**src/rtl/spi_bus_bridge_if.sv**
```systemverilog
// Z180 I/O bus as seen by the SPI bridge: address/data, active-low strobes,
// and the read-data / WAIT drive controls returned to the CPU side.
interface spi_bus_bridge_if;
  logic [7:0] A;
  logic [7:0] D;
  logic       IORQ;
  logic       RD;
  logic       WR;
  logic       M1;
  logic [7:0] D_OUT;
  logic       D_OE;
  logic       WAIT_OE;

  modport master (output A, D, IORQ, RD, WR, M1, input D_OUT, D_OE, WAIT_OE);
  modport slave  (input A, D, IORQ, RD, WR, M1, output D_OUT, D_OE, WAIT_OE);
endinterface

```
**src/rtl/spi_bus_bridge.sv**
```systemverilog
// Z180 I/O-port front end for the SPI master: DATA at BASE_ADDR, CTRL/STATUS at BASE_ADDR+1.
// Define SPI_IRQ_EN to add the INT_N output, the CTRL bit1 interrupt enable and the irq flag.
module spi_bus_bridge #(
  parameter logic [7:0]  BASE_ADDR   = 8'h80,
  parameter int unsigned SYNC_STAGES = 2
) (
  input  logic                   CLK1,
  input  logic                   RESET_N,
  spi_bus_bridge_if.slave        bus,
  output logic                   spi_active,
  output logic                   spi_start,
  output logic [7:0]             spi_output,
  input  logic [7:0]             spi_input,
  input  logic                   spi_done
`ifdef SPI_IRQ_EN
  ,
  output logic                   INT_N
`endif
);
  localparam logic [7:0] CTRL_ADDR = BASE_ADDR + 8'd1;

  typedef enum logic [1:0] {IDLE, BUSY, STALL} state_t;
  state_t state, state_n;

  logic [SYNC_STAGES-1:0] iorq_sync, rd_sync, wr_sync, m1_sync;
  logic       s_iorq, s_rd, s_wr, s_m1;
  logic       acc, acc_q, acc_rise, live_ctrl;
  logic [7:0] op_addr, op_data;
  logic       op_dir;
  logic [7:0] tx, rx, d_out, status;
  logic       ss_en, irq_flag, rd_hit, wait_oe, start;
  logic       done_taken, exec_fire, exec_ctrl, exec_rd;
  logic [7:0] exec_data;

  assign s_iorq    = iorq_sync[SYNC_STAGES-1];
  assign s_rd      = rd_sync[SYNC_STAGES-1];
  assign s_wr      = wr_sync[SYNC_STAGES-1];
  assign s_m1      = m1_sync[SYNC_STAGES-1];
  assign live_ctrl = (bus.A == CTRL_ADDR);
  assign acc       = !s_iorq && s_m1 && (!s_rd || !s_wr) && ((bus.A == BASE_ADDR) || live_ctrl);
  assign acc_rise  = acc && !acc_q;
  assign status    = {state != IDLE, 5'b0, irq_flag, ss_en};

  always_ff @(posedge CLK1 or negedge RESET_N) begin
    if (!RESET_N) state <= IDLE;
    else          state <= state_n;
  end

  // A STATUS read never stalls; a transfer ending on the access edge lets the access run as if idle.
  always_comb begin
    state_n    = state;
    done_taken = 1'b0;
    exec_fire  = 1'b0;
    exec_ctrl  = live_ctrl;
    exec_rd    = !s_rd;
    exec_data  = bus.D;
    unique case (state)
      IDLE: if (acc_rise) exec_fire = 1'b1;
      BUSY: begin
        if (spi_done) begin
          done_taken = 1'b1;
          state_n    = IDLE;
        end
        if (acc_rise) begin
          if (spi_done || (live_ctrl && !s_rd)) exec_fire = 1'b1;
          else                                   state_n   = STALL;
        end
      end
      STALL: begin
        exec_ctrl = (op_addr == CTRL_ADDR);
        exec_rd   = op_dir;
        exec_data = op_data;
        if (spi_done) begin
          done_taken = 1'b1;
          exec_fire  = 1'b1;
          state_n    = IDLE;
        end
      end
      default: state_n = IDLE;
    endcase
    if (exec_fire && !exec_ctrl && !exec_rd) state_n = BUSY;
  end

  always_ff @(posedge CLK1 or negedge RESET_N) begin
    if (!RESET_N) begin
      iorq_sync <= '1;
      rd_sync   <= '1;
      wr_sync   <= '1;
      m1_sync   <= '1;
      acc_q     <= 1'b0;
      op_addr   <= '0;
      op_dir    <= 1'b0;
      op_data   <= '0;
      tx        <= '0;
      rx        <= '0;
      d_out     <= '0;
      ss_en     <= 1'b0;
      rd_hit    <= 1'b0;
      wait_oe   <= 1'b0;
      start     <= 1'b0;
    end else begin
      iorq_sync <= {iorq_sync[SYNC_STAGES-2:0], bus.IORQ};
      rd_sync   <= {rd_sync[SYNC_STAGES-2:0], bus.RD};
      wr_sync   <= {wr_sync[SYNC_STAGES-2:0], bus.WR};
      m1_sync   <= {m1_sync[SYNC_STAGES-2:0], bus.M1};
      acc_q     <= acc;
      if (acc_rise) begin
        op_addr <= bus.A;
        op_dir  <= !s_rd;
        op_data <= bus.D;
      end
      if (done_taken) rx <= spi_input;
      start   <= exec_fire && !exec_ctrl && !exec_rd;
      wait_oe <= (state_n == STALL);
      rd_hit  <= (rd_hit && acc) || (exec_fire && exec_rd);
      if (exec_fire) begin
        unique case ({exec_ctrl, exec_rd})
          2'b11:   d_out <= status;
          2'b10:   ss_en <= exec_data[0];
          2'b01:   d_out <= done_taken ? spi_input : rx;
          default: tx    <= exec_data;
        endcase
      end
    end
  end

`ifdef SPI_IRQ_EN
  logic irq_en;

  // A DATA access in the same cycle as a completion wins over setting the flag.
  always_ff @(posedge CLK1 or negedge RESET_N) begin
    if (!RESET_N) begin
      irq_en   <= 1'b0;
      irq_flag <= 1'b0;
    end else begin
      if (exec_fire && exec_ctrl && !exec_rd) irq_en <= exec_data[1];
      if (exec_fire && !exec_ctrl)            irq_flag <= 1'b0;
      else if (done_taken)                    irq_flag <= 1'b1;
    end
  end

  assign INT_N = !(irq_flag && irq_en);
`else
  assign irq_flag = 1'b0;
`endif

  assign spi_active  = ss_en;
  assign spi_output  = tx;
  assign spi_start   = start;
  assign bus.D_OUT   = d_out;
  assign bus.D_OE    = rd_hit && !bus.RD && !bus.IORQ;
  assign bus.WAIT_OE = wait_oe;
endmodule

```
**src/flat_wrapper.sv**
```systemverilog
// flat-port wrapper written by rule: the top's interface ports become plain ports
module spi_bus_bridge_flat 
#(
  parameter logic [7:0]  BASE_ADDR   = 8'h80,
  parameter int unsigned SYNC_STAGES = 2
)
  (CLK1, RESET_N, spi_active, spi_start, spi_output, spi_input, spi_done, bus_A, bus_D, bus_IORQ, bus_RD, bus_WR, bus_M1, bus_D_OUT, bus_D_OE, bus_WAIT_OE);
  spi_bus_bridge_if bus_i ();
  input  logic CLK1;
  input  logic RESET_N;
  output logic spi_active;
  output logic spi_start;
  output logic [7:0] spi_output;
  input  logic [7:0] spi_input;
  input  logic spi_done;
  input wire logic [$bits(bus_i.A)-1:0] bus_A;
  input wire logic [$bits(bus_i.D)-1:0] bus_D;
  input wire logic [$bits(bus_i.IORQ)-1:0] bus_IORQ;
  input wire logic [$bits(bus_i.RD)-1:0] bus_RD;
  input wire logic [$bits(bus_i.WR)-1:0] bus_WR;
  input wire logic [$bits(bus_i.M1)-1:0] bus_M1;
  output wire logic [$bits(bus_i.D_OUT)-1:0] bus_D_OUT;
  output wire logic [$bits(bus_i.D_OE)-1:0] bus_D_OE;
  output wire logic [$bits(bus_i.WAIT_OE)-1:0] bus_WAIT_OE;
  assign bus_i.A = bus_A;
  assign bus_i.D = bus_D;
  assign bus_i.IORQ = bus_IORQ;
  assign bus_i.RD = bus_RD;
  assign bus_i.WR = bus_WR;
  assign bus_i.M1 = bus_M1;
  assign bus_D_OUT = bus_i.D_OUT;
  assign bus_D_OE = bus_i.D_OE;
  assign bus_WAIT_OE = bus_i.WAIT_OE;
  spi_bus_bridge #(.BASE_ADDR(BASE_ADDR), .SYNC_STAGES(SYNC_STAGES)) u_core (.CLK1(CLK1), .RESET_N(RESET_N), .bus(bus_i), .spi_active(spi_active), .spi_start(spi_start), .spi_output(spi_output), .spi_input(spi_input), .spi_done(spi_done));
endmodule
```
**config.mk**
```make
export PLATFORM = sky130hd
export DESIGN_NAME = spi_bus_bridge_flat
export DESIGN_NICKNAME = d
export VERILOG_FILES = /design/src/rtl/spi_bus_bridge_if.sv /design/src/rtl/spi_bus_bridge.sv /design/src/flat_wrapper.sv
export SDC_FILE = /design/constraint.sdc
export NUM_CORES = 1
export LEC_CHECK = 0
export CAP_MARGIN = 10
export CORE_ASPECT_RATIO = 0.9
export CORE_MARGIN = 5
export CORE_UTILIZATION = 50
export CTS_BUF_LIST = sky130_fd_sc_hd__clkbuf_8
export DETAILED_ROUTE_END_ITERATION = 8
export DONT_BUFFER_PORTS = 1
export PLACE_DENSITY_LB_ADDON = 0.12
export SYNTH_ARGS = -nofsm -noshare
export SYNTH_HDL_FRONTEND = slang
export SYNTH_SLANG_ARGS = --single-unit
```
**constraint.sdc**
```tcl
create_clock -name CLK1 -period 5.8 [get_ports CLK1]
set_input_delay 1.16 -clock CLK1 [delete_from_list [all_inputs] [get_ports CLK1]]
set_output_delay 1.16 -clock CLK1 [all_outputs]
set_load 0.005 [all_outputs]
```
* Yosys cells after proc, flatten, opt, wreduce, memory -nomap -nowiden
Cells that the tools add are included.
Cells by class: muxes and demuxes 16, bitwise operators 1, equality and inequality tests 9, reductions and logical operators 31
Operators with widths (count):
- $eq 8x8->1 const B | 3
- $mux 8 | 2
- $pmux 8 s2 | 1
- $logic_and 1x1->1 | 11
- $eq 2x2->1 const B | 4
- $logic_not 1->1 | 8
- $mux 2 | 4
- $mux 1 | 7
- $pmux 2 s3 | 1
- $reduce_and 2->1 | 3
- $eq 2x1->1 const B | 2
- $logic_or 1x1->1 | 4
- $reduce_bool 2->1 | 2
- $pmux 1 s3 | 1
- $reduce_or 3->1 | 1
- $logic_not 2->1 | 1
- $reduce_or 2->1 | 1
- $not 1->1 | 1
Word-level totals: output and inout port bits 20, flip-flop bits (word level) 56

* Depth between registers and ports, before layout
depth after elaboration 11, depth in mapped cells 8

* Worst setup path after synthesis
Ideal clock, no wire load.
kind input-to-reg, from input port bus_A[5], to register u_core.tx[1], in the netlist u_core.spi_output[1], arrival time 2.920 ns, setup time 0.128 ns, stages on the path 7, buffers on the path 1, path slack 2.752 ns, cells stage by stage nor4b_4 nand4_2 or3_1 a32oi_1 nor3b_2 buf_4 mux2_1
On the way: cells in the longest elaborated chain, start to end 7
Ends and longest elaborated chain:
- start, declared | RTL line flat_wrapper.sv:16 | input wire logic [$bits(bus_i.A)-1:0] bus_A;
- $eq 8x8->1 (on tied branches) | RTL line spi_bus_bridge.sv:39, spi_bus_bridge.sv:40
- $logic_and 1x1->1 / $logic_or 1x1->1 (equally long branches) | RTL line spi_bus_bridge.sv:65, spi_bus_bridge.sv:40
- $logic_or 1x1->1 / $logic_and 1x1->1 (equally long branches) | RTL line spi_bus_bridge.sv:65, spi_bus_bridge.sv:40
- $mux 1 / $logic_and 1x1->1 (equally long branches) | RTL line spi_bus_bridge.sv:65, spi_bus_bridge.sv:41
- $mux 1 (on tied branches) | RTL line spi_bus_bridge.sv:64, spi_bus_bridge.sv:58
- $pmux 1 s3 | RTL line spi_bus_bridge.sv:57 | unique case (state)
- $reduce_and 2->1 (no line) (*)
- end signal, assigned | RTL line spi_bus_bridge.sv:121 | default: tx <= exec_data;
- end, declared | RTL line spi_bus_bridge.sv:30 | logic [7:0] tx, rx, d_out, status;
Mark *: on every way between the ends. The rest lies on a longest branch, timed or not. A chain may end at the register's enable or synchronous reset.

* Final worst setup path
from input port bus_A[5], to register u_core.tx[7], in the netlist u_core.spi_output[7]
The elaborated chain is that of the path after synthesis.

==> metrics.md <==
| Metric | Value |
|---|---|
| Final hold viol count | `0` |
| Crit-path max FO | `12` |
| Worst Max-Slew Pin Slew | `887 ps` |
| H-Tree Depth | `2` |
| Core area | `4490 sq um` |
| Initial Util | `51.9%` |
| Clock root buffer | `clkbuf_8` |
| Number of synthesized flops with an enable pin | `0` |
| PortBufs | `0` |
| Grt ovf | `0` |
| Clock Skew | `7.68 ps` |
| Fmax | `306 MHz` |
| Final setup viols | `0` |
| Cell area after synthesis | `2330 sq um` |
| Fin. max-slew vios | `0` |
| Routed WL | `4100 um` |
| Fill cell count | `393` |
| Final std cells w/o fill | `236` |
| Max Cap Viol | `0` |
| Most used DFF post-synth | `dfrtp_1` |
| Placed cell count | `228` |
| HPWL Detailed | `3000 um` |
| Initial antenna violation count | `0` |
| P&R area growth vs syn | `6.98%` |
| Synth area leader | `dfrtp_1` |
| GRT Resource Usage Total | `13.8%` |
| Relative slew slack | `40.6%` |
| Synth Warn # | `0` |
| Layout cells sized above 1 | `33.9%` |
| WS Path Type | `in -> reg` |
| Die Span Y | `74.8 um` |
| Crit path DAT | `3460 ps` |
| Clk buf depth | `2` |
| Sequential-to-total area share from yosys stat | `60.6%` |
| Pre-CTS WS | `2180 ps` |
| Run status | `finished clean` |
| Worst-Skew Late Latency | `300 ps` |
| Seq cells post-synth | `56` |
| Setup ws final | `2530 ps` |
| Drc violations | `0` |
| Setup TNS | `0 ps` |
| Ports | `51` |
| Hold crit path type | `reg -> reg` |
| Cts bufs inserted | `5` |
| Vias in the first global route | `1368` |
| Sink Count | `56` |
| Mapped Nets | `203` |
| Postcts setup bufs | `0` |
| Share of the synthesized area in the top cell type | `51.6%` |
| DIE AREA | `6130 sq um` |
| Fin crit share | `56.3%` |
| Post-cts resize count | `0` |
| Drt wl/cell | `17.4 um` |
| PD cells | `265 nW/um^2` |
| Hold-fix buffers at CTS | `0` |
| Largest net degree at the start of global routing | `57` |
| Leakage power | `1.21 nW` |
| Async SR Flop Fraction | `100%` |
| Unrepaired setup endpoints after global routing | `no` |
| Nets | `208` |
| Clock slew at reported path FFs | `90 ps` |
| Post-synth cell types | `30` |
| DR pass1 iterations | `4` |
| Routed Antenna Nets | `0` |
| Routed vias/inst | `5.45` |
| Most frequent cell after synthesis | `dfrtp_1` |
| Routability congestion estimate | `0.720` |
| Post-synth top cells | `dfrtp_1 (48), mux2_2 (37), nor2b_1 (14)` |
| CTS tree | `yes` |
| CP Launch Type | `primary input` |
| Syn_area_per_cell | `13.9 sq um` |
| Worst VDD drop | `182 uV` |
| Hold slack | `360 ps` |
| Die Wd | `82.0 um` |
| Cells after synthesis | `168` |
| Site row count | `23` |
| Total power draw | `0.661 mW` |
| Top cells by area, synth | `dfrtp_1 (52%), mux2_2 (18%), dfstp_2 (9.0%)` |
| Vias | `1286` |
| Min Tclk post-route | `3270 ps` |
| Required @ worst endpoint | `5990 ps` |
| Worst setup EP type | `register` |
| Starting DRC count in detailed routing | `42` |
| First-pass GRT wire length | `6340 um` |
| Antenna diodes | `0` |
-- sequential cells by signal, summed over array words and instances (netlist names), 2 cells and up --
name / count
u_core.bus.D_OUT: 8
u_core.op_addr: 8
u_core.op_data: 8
u_core.rx: 8
u_core.spi_output: 8
u_core.iorq_sync: 2
u_core.m1_sync: 2
u_core.rd_sync: 2
u_core.state: 2
u_core.wr_sync: 2
-- report_power, final --
part	switching, mW	internal [mW]
Clock	0.119	0.0844
Combinational	0.0139	0.0241
Sequential	0.00692	0.412
Total	0.140	0.521
-- cells in the final DEF (no fill, tap or decap), types with 2 or more instances in the layout --
cell type  count
buf_4          2
dfstp_2        8
mux2_2        37
inv_1          6
nor2_1         5
ha_1           4
clkbuf_8       5
nand2_1        9
a21oi_1        4
dfrtp_1       48
mux2_1         6
nor4_1         2
nor2b_1       14
o21ai_0        4
or2_2          2
nand4b_1       2
nor3_1         2
-- critical path: stages --
cell and delay (ps):
nor4b_4 340, nand4_2 200, or3_1 350, a32oi_1 220, nor3b_2 770, mux2_2 410
-- layout make-up --
| class | count | area (sq um) | share of cell area, % |
|---|---|---|---|
| Inverter | 5 | 18.8 | 0.753 |
| Tap cell | 62 | 77.6 | 3.11 |
| Clock buffer | 5 | 68.8 | 2.76 |
| Clock inverter | 3 | 20.0 | 0.803 |
| Sequential cell | 56 | 1410 | 56.6 |
| Multi-Input combinational cell | 103 | 881 | 35.3 |
| Timing Repair Buffer | 2 | 15.0 | 0.602 |
-- logic make-up (layout without fill, tap and decap cells) --
group	count (synthesis)	in the layout	share of synthesized area, %
simple gates	43	43	11.5
flops	56	56	60.6
buf+inv	9	15	1.61
mux	43	43	20.8
fa+ha+maj	4	4	2.15
compound gates	13	13	3.33
-- stage by stage --
step / utilization, % / area (sq um)
after CTS: 55.5 / 2490
final: 55.5 / 2490
after detailed placement: 53.5 / 2400
after global placement: 53.5 / 2400
after global routing: 55.5 / 2490
after floorplan: - / 2330
-- per-layer routing --
layer	global-route usage (%)	wire [um]	vias up	share of wire (%)
met5	0	0	-	0
met4	3.32	13	0	0.32
met3	5.02	269	2	6.6
met2	23.8	2140	30	52
met1	16.5	1680	663	41
li1	-	-	591	-
-- path summary, 6_finish.rpt --
path / slack (ps) / end / depth (start not counted) / from
setup / recovery: 2530 / u_core.spi_output[7] / 6 / bus_A[5]
hold / removal: 360 / u_core.m1_sync[1] / 0 / u_core.m1_sync[0]
setup reg to reg: 2850 / u_core.spi_output[7] / 7 / u_core.state[0]
hold reg to reg: 360 / u_core.m1_sync[1] / 0 / u_core.m1_sync[0]
max in group asynchronous: 5070 / u_core.m1_sync[0] / 0 / RESET_N
min in group asynchronous: 540 / u_core.op_data[6] / 0 / RESET_N
Note: power is estimated with default switching activity, not from simulation.
